File: config.mk
export PLATFORM = sky130hd
export DESIGN_NAME = spmv_mac_engine
export DESIGN_NICKNAME = d
export VERILOG_FILES = /design/src/rtl/spmv_mac_engine.sv
export SDC_FILE = /design/constraint.sdc
export NUM_CORES = 2
export LEC_CHECK = 0
export BUFFER_PORTS_ARGS = -buffer_cell sky130_fd_sc_hd__buf_2
export CAP_MARGIN = 20
export CORE_ASPECT_RATIO = 1.1
export CORE_MARGIN = 5
export CORE_UTILIZATION = 40
export DETAILED_ROUTE_END_ITERATION = 8
export SYNTH_ARGS = -nofsm -noshare
export SYNTH_HDL_FRONTEND = slang
export SYNTH_SLANG_ARGS = --single-unit
File: constraint.sdc
create_clock -name clk -period 7.1 [get_ports clk]
set_clock_uncertainty 0.1 [all_clocks]
set_input_delay 1.065 -clock clk [delete_from_list [all_inputs] [get_ports clk]]
set_output_delay 1.065 -clock clk [all_outputs]
set_load 0.02 [all_outputs]
File: src/rtl/spmv_mac_engine.sv
// Sparse-row x dense-vector MAC engine: streams (value, column) words from port A,
// gathers dense operands on port B, and accumulates one signed row dot-product.
module spmv_mac_engine #(
  parameter int unsigned DATA_W  = 32,
  parameter int unsigned ADDR_W  = 11,
  parameter int unsigned RD_LAT  = 1,
  parameter int unsigned MUL_LAT = 3,
  parameter int unsigned ACC_W   = 72
) (
  input  logic                     clk,
  input  logic                     reset,
  input  logic                     start,
  input  logic                     accum_keep,
  input  logic [ADDR_W-1:0]        base_addr,
  input  logic [ADDR_W:0]          nnz,
  output logic                     busy,
  output logic                     done,
  output logic                     ena,
  output logic [ADDR_W-1:0]        addra,
  input  logic [DATA_W+ADDR_W-1:0] dina,
  output logic                     enb,
  output logic [ADDR_W-1:0]        addrb,
  input  logic [DATA_W-1:0]        dinb,
  output logic [ACC_W-1:0]         acc_out,
  output logic                     acc_valid
);

  localparam int unsigned CNT_W  = ADDR_W + 1;
  localparam int unsigned PROD_W = 2 * DATA_W;
  localparam logic [MUL_LAT-1:0] M_LAST = MUL_LAT'(1) << (MUL_LAT - 1);

  typedef enum logic [1:0] {IDLE, FETCH, DRAIN, DONE} state_t;

  state_t                   state, state_nx;
  logic                     busy_nx, done_nx, ena_nx, acc_valid_nx, acc_clr;
  logic [ADDR_W-1:0]        addra_nx;
  logic [CNT_W-1:0]         idx, idx_nx, last_idx, last_nx;

  logic [RD_LAT-1:0]        a_vld, b_vld;
  logic signed [DATA_W-1:0] val_d [RD_LAT];
  logic [ADDR_W-1:0]        addrb_q;
  logic                     op_vld;
  logic signed [DATA_W-1:0] op_a, op_b;
  logic [MUL_LAT-1:0]       m_vld;
  logic signed [PROD_W-1:0] prod [MUL_LAT];
  logic signed [ACC_W-1:0]  prod_ext;
  logic                     pipe_busy;

  // Pipeline is empty next cycle once only the final product stage may still hold data.
  assign pipe_busy = (|a_vld) | (|b_vld) | op_vld | (|(m_vld & ~M_LAST));

  // Dense fetch is issued straight off the sparse read return.
  assign enb      = a_vld[RD_LAT-1];
  assign addrb    = enb ? dina[ADDR_W-1:0] : addrb_q;
  assign prod_ext = ACC_W'(prod[MUL_LAT-1]);

  // Next-state and next-output logic
  always_comb begin
    state_nx     = state;
    busy_nx      = busy;
    done_nx      = 1'b0;
    ena_nx       = 1'b0;
    addra_nx     = addra;
    idx_nx       = idx;
    last_nx      = last_idx;
    acc_clr      = 1'b0;
    acc_valid_nx = acc_valid;
    unique case (state)
      IDLE: begin
        if (start) begin
          last_nx      = nnz - CNT_W'(1);
          idx_nx       = '0;
          acc_clr      = ~accum_keep;
          acc_valid_nx = 1'b0;
          busy_nx      = 1'b1;
          if (nnz != '0) begin
            state_nx = FETCH;
            ena_nx   = 1'b1;
            addra_nx = base_addr;
          end else begin
            state_nx     = DONE;
            done_nx      = 1'b1;
            acc_valid_nx = 1'b1;
          end
        end
      end
      FETCH: begin
        if (idx == last_idx) begin
          state_nx = DRAIN;
        end else begin
          ena_nx   = 1'b1;
          addra_nx = addra + ADDR_W'(1);
          idx_nx   = idx + CNT_W'(1);
        end
      end
      DRAIN: begin
        if (!pipe_busy) begin
          state_nx     = DONE;
          done_nx      = 1'b1;
          acc_valid_nx = 1'b1;
        end
      end
      DONE: begin
        state_nx = IDLE;
        busy_nx  = 1'b0;
      end
      default: state_nx = IDLE;
    endcase
  end

  // State and registered control outputs
  always_ff @(posedge clk or negedge reset) begin
    if (!reset) begin
      state     <= IDLE;
      busy      <= 1'b0;
      done      <= 1'b0;
      ena       <= 1'b0;
      addra     <= '0;
      idx       <= '0;
      last_idx  <= '0;
      acc_valid <= 1'b0;
    end else begin
      state     <= state_nx;
      busy      <= busy_nx;
      done      <= done_nx;
      ena       <= ena_nx;
      addra     <= addra_nx;
      idx       <= idx_nx;
      last_idx  <= last_nx;
      acc_valid <= acc_valid_nx;
    end
  end

  // Read-return alignment, operand capture and multiplier pipeline
  always_ff @(posedge clk or negedge reset) begin
    if (!reset) begin
      a_vld   <= '0;
      b_vld   <= '0;
      addrb_q <= '0;
      op_vld  <= 1'b0;
      op_a    <= '0;
      op_b    <= '0;
      m_vld   <= '0;
      for (int unsigned i = 0; i < RD_LAT; i++) val_d[i] <= '0;
      for (int unsigned i = 0; i < MUL_LAT; i++) prod[i] <= '0;
    end else begin
      a_vld[0] <= ena;
      b_vld[0] <= enb;
      val_d[0] <= dina[DATA_W+ADDR_W-1:ADDR_W];
      for (int unsigned i = 1; i < RD_LAT; i++) begin
        a_vld[i] <= a_vld[i-1];
        b_vld[i] <= b_vld[i-1];
        val_d[i] <= val_d[i-1];
      end
      if (enb) addrb_q <= dina[ADDR_W-1:0];
      op_vld   <= b_vld[RD_LAT-1];
      op_a     <= val_d[RD_LAT-1];
      op_b     <= dinb;
      m_vld[0] <= op_vld;
      prod[0]  <= PROD_W'(op_a) * PROD_W'(op_b);
      for (int unsigned i = 1; i < MUL_LAT; i++) begin
        m_vld[i] <= m_vld[i-1];
        prod[i]  <= prod[i-1];
      end
    end
  end

  // Accumulator wraps modulo 2^ACC_W
  always_ff @(posedge clk or negedge reset) begin
    if (!reset) begin
      acc_out <= '0;
    end else if (acc_clr) begin
      acc_out <= '0;
    end else if (m_vld[MUL_LAT-1]) begin
      acc_out <= acc_out + $unsigned(prod_ext);
    end
  end

endmodule

==> impl_metrics.csv <==
group,metric,value,unit
detailed_routing,detail_route.wl_per_cell,19.1,um
die,core-area,131000,sq um
setup_path,worst_ep_required_time,7.54,ns
logic_synthesis,yosysMostFrequentCell,"sky130_fd_sc_hd__fa_1",
logic_synthesis,synth_async_sr_flop_share,1.00,
cts,cts_inserted_buffers,50,
detailed_routing,route.vias.total,37400,
logic_synthesis,synthCells,5261,
place,placed_cells,7390,
setup_path,worst-endpoint-arrival,7.94,ns
final_layout,area_growth,19.2,%
setup_path,cp-end-kind,"register",
logic_synthesis,synth_area_per_cell,10.0,sq um
die,die_area,139000,sq um
detailed_routing,remaining_drc_errors,0,
die,starting_utilization_of_the_core_area,0.403,
cts,tritoncts,"built",
logic_synthesis,netlist.top_cell.by_area,"sky130_fd_sc_hd__fa_1",
die,die_width,356,um
grt,grt_start_max_net_pins,145,
sta,worst_slew_slack_as_a_fraction_of_its_limit,0.301,
detailed_routing,vias_per_cell,4.95,
sta,final_hold_viol_count,0,
logic_synthesis,number_of_enable_flip_flop_cells_after_synthesis,0,
detailed_routing,initialDrtViolationCount,2374,
logic_synthesis,synth_seq_area_share,0.199,
sta,grt_setup_unrepaired,"true",
die,io_pins,201,
detailed_routing,detailroute.wirelength.met3,11.0,mm
logic_synthesis,synth.area.top_cells,"sky130_fd_sc_hd__fa_1, sky130_fd_sc_hd__dfrtp_1, sky130_fd_sc_hd__inv_1",
logic_synthesis,netlist.area_leader.share,0.412,
grt,grt_pass1_vias,40900,
sta,timing.final.crit_share,1.06,
flow_run,max_cap_violations,0,
detailed_routing,wirelength_met1,59.7,mm
logic_synthesis,synth_cell_type_count,77,
place,dp_hpwl,117,mm
cts,ctsHtreeMaxLevel,2,
logic_synthesis,yosysWarningCount,0,
logic_synthesis,predominant_post_synthesis_flop_cell,"sky130_fd_sc_hd__dfrtp_1",
die,die_h,390,um
cts,cts-root-to-sink-buffers,3,
die,fp-row-count,139,
detailed_routing,postRouteAntennaNets,0,
outcome,failed_checks,"setup timing",
grt,global_route.overflow_total,0,
cts,cts.root.buffer_cell,"sky130_fd_sc_hd__clkbuf_16",
cts,cts.sink_count,418,
cts,post_cts_hold_buffer_count,0,
detailed_routing,top_signal_layer_used,"met5",
final_layout,finalNonFillerCells,7554,
sta,finalCriticalPeriod,7.50,ns
sta,fin_ws,-0.404,ns
setup_path,worst_setup_path_class,"register to register",
grt,global_route_wire_length_before_repair,229,mm
setup_path,timing.critical_path.from_type,"register",
final_layout,proportion_of_layout_cells_with_a_drive_suffix_above_1,0.175,
setup_path,critPathMaxFanout,5,
detailed_routing,detailed_route_wire_length,144,mm
grt,grt_antenna_before_repair,10,
logic_synthesis,synthesis.nets,6708,
grt,grt_usage,0.210,
logic_synthesis,synth_area,52600,sq um
min_path,holdCritPathClass,"register to register",
sta,max_freq,133,MHz
final_layout,num-nets-final,7196,
sta,setup_viol,28,
cts,clk_latency_worst_skew_pair,0.67,ns
cts,path_clk_slew,0.06,ns
place,port_buffers,200,
logic_synthesis,synth_cell_count_leaders,"sky130_fd_sc_hd__fa_1, sky130_fd_sc_hd__inv_1, sky130_fd_sc_hd__nand2_1",
detailed_routing,met2RoutedLength,68.8,mm
sta,slew_viol_final,0,
detailed_routing,detail_route.first_pass.iterations,5,
place,place_congestion,0.882,
outcome,outcome,"finished, violations left",
sta,tightestPinTransition,1.04,ns
logic_synthesis,number_of_register_bits_inferred_by_synthesis,418,
## cell type report
type	count	area, sq um
Fill cell	12100	67900
Tap cell	1762	2200
Sequential cell	418	10500
Antenna cell	1	2.50
Clock inverter	29	414
Multi-Input combinational cell	3580	38400
Timing Repair Buffer	686	6070
Clock buffer	65	1370
Inverter	1013	3810
## path summary, 6_finish.rpt
path	from	end	slack (ns)	cells past startpoint
max	op_b[6]	prod[188]	-0.40	26
min	prod[93]	prod[29]	0.23	0
max reg2reg	op_b[6]	prod[188]	-0.40	26
min reg2reg	prod[93]	prod[29]	0.23	0
max in group asynchronous	reset	prod[125]	5.42	2
min in group asynchronous	reset	prod[67]	0.29	1
## routing by layer
metal / GRT usage / vias to the layer above
met5: 0 / -
met4: 0.0586 / 2
met3: 0.0516 / 227
met2: 0.352 / 1108
met1: 0.274 / 19200
li1: - / 16800
## worst max-delay path, stage by stage (launching register included)
cell and delay (ns):
sky130_fd_sc_hd__dfrtp_2 0.49, sky130_fd_sc_hd__buf_12 0.17, sky130_fd_sc_hd__and2_4 0.15, sky130_fd_sc_hd__fa_1 0.47
sky130_fd_sc_hd__fa_2 0.49, sky130_fd_sc_hd__fa_1 0.50, sky130_fd_sc_hd__inv_1 0.05, sky130_fd_sc_hd__fa_1 0.47
sky130_fd_sc_hd__inv_1 0.05, sky130_fd_sc_hd__fa_1 0.49, sky130_fd_sc_hd__inv_1 0.05, sky130_fd_sc_hd__fa_1 0.50
sky130_fd_sc_hd__inv_1 0.06, sky130_fd_sc_hd__fa_1 0.45, sky130_fd_sc_hd__fa_1 0.55, sky130_fd_sc_hd__ha_4 0.23
sky130_fd_sc_hd__and3_4 0.19, sky130_fd_sc_hd__nand2_4 0.07, sky130_fd_sc_hd__nor3_2 0.04, sky130_fd_sc_hd__a221o_1 0.34
sky130_fd_sc_hd__a221oi_4 0.31, sky130_fd_sc_hd__o31ai_4 0.16, sky130_fd_sc_hd__a21o_1 0.26, sky130_fd_sc_hd__a21oi_4 0.21
sky130_fd_sc_hd__o21ai_4 0.10, sky130_fd_sc_hd__a221o_1 0.34, sky130_fd_sc_hd__xor2_1 0.14
## flip-flops by register name, summed over array words and instances (netlist names)
name and flops:
acc_out 72, acc_valid 1, addra 11, addrb_q 11
b_vld 1, busy 1, done 1, ena 1
enb 1, idx 12, last_idx 12, m_vld 3
op_a 32, op_b 32, op_vld 1, prod 192
state 2, val_d 32
## cell usage in the layout, fill, tap and decap left out, types with 20 or more instances in the layout
cell type / netlist / final
sky130_fd_sc_hd__xor2_1: 55 / 55
sky130_fd_sc_hd__a21oi_1: 169 / 146
sky130_fd_sc_hd__o21ai_0: 155 / 142
sky130_fd_sc_hd__buf_2: 2 / 199
sky130_fd_sc_hd__inv_2: 0 / 25
sky130_fd_sc_hd__fa_1: 1083 / 1034
sky130_fd_sc_hd__ha_1: 262 / 241
sky130_fd_sc_hd__a21o_1: 103 / 103
sky130_fd_sc_hd__dfrtp_1: 418 / 407
sky130_fd_sc_hd__nand3_1: 33 / 32
sky130_fd_sc_hd__inv_1: 1013 / 984
sky130_fd_sc_hd__clkbuf_16: 0 / 54
sky130_fd_sc_hd__and2_1: 487 / 476
sky130_fd_sc_hd__nand2b_1: 30 / 30
sky130_fd_sc_hd__nand4_1: 38 / 38
sky130_fd_sc_hd__buf_6: 0 / 38
sky130_fd_sc_hd__nand2_1: 686 / 680
sky130_fd_sc_hd__o21ai_1: 20 / 20
sky130_fd_sc_hd__buf_12: 0 / 83
sky130_fd_sc_hd__ha_4: 0 / 20
sky130_fd_sc_hd__a21oi_2: 7 / 28
sky130_fd_sc_hd__xnor2_1: 110 / 99
sky130_fd_sc_hd__fa_2: 0 / 49
sky130_fd_sc_hd__buf_4: 0 / 351
sky130_fd_sc_hd__nor2_1: 103 / 98
## logic make-up (layout without fill, tap and decap cells)
kind of cell | Yosys count | count (layout) | synth area share
flip-flops | 418 | 418 | 0.199
AO/OA/AOI/OAI | 587 | 587 | 0.0698
buffers and inverters | 1263 | 1793 | 0.0901
XOR/XNOR | 165 | 165 | 0.0275
other | 0 | 1 | 0
adder cells (fa/ha/maj) | 1345 | 1345 | 0.474
AND/OR/NAND/NOR | 1469 | 1469 | 0.137
multiplexers | 14 | 14 | 0.00292
## per-stage QoR
stage	cell area (sq um)	util	hold slack (ns)	setup slack (ns)	setup TNS, ns
2_1_floorplan	52800	-	0.231	-0.552	-2.36
3_3_place_gp	59100	0.452	0.231	-0.642	-11.05
3_5_place_dp	59100	0.452	0.235	-0.647	-12.22
4_1_cts	62100	0.475	0.226	-0.414	-5.13
5_1_grt	62700	0.480	0.235	-0.639	-12.63
6_report	62700	0.480	0.227	-0.404	-5.67
## what timing repair did
action | CTS | global route
gates cloned | 6 | 4
endpoints found under the setup margin | 34 | 36
pin swaps | 116 | 99
gates resized for setup | 177 | 96
buffers inserted | 53 | 14
Power is not shown: default switching activity piles up to over one toggle a cycle in this logic, so the estimate is an artifact.
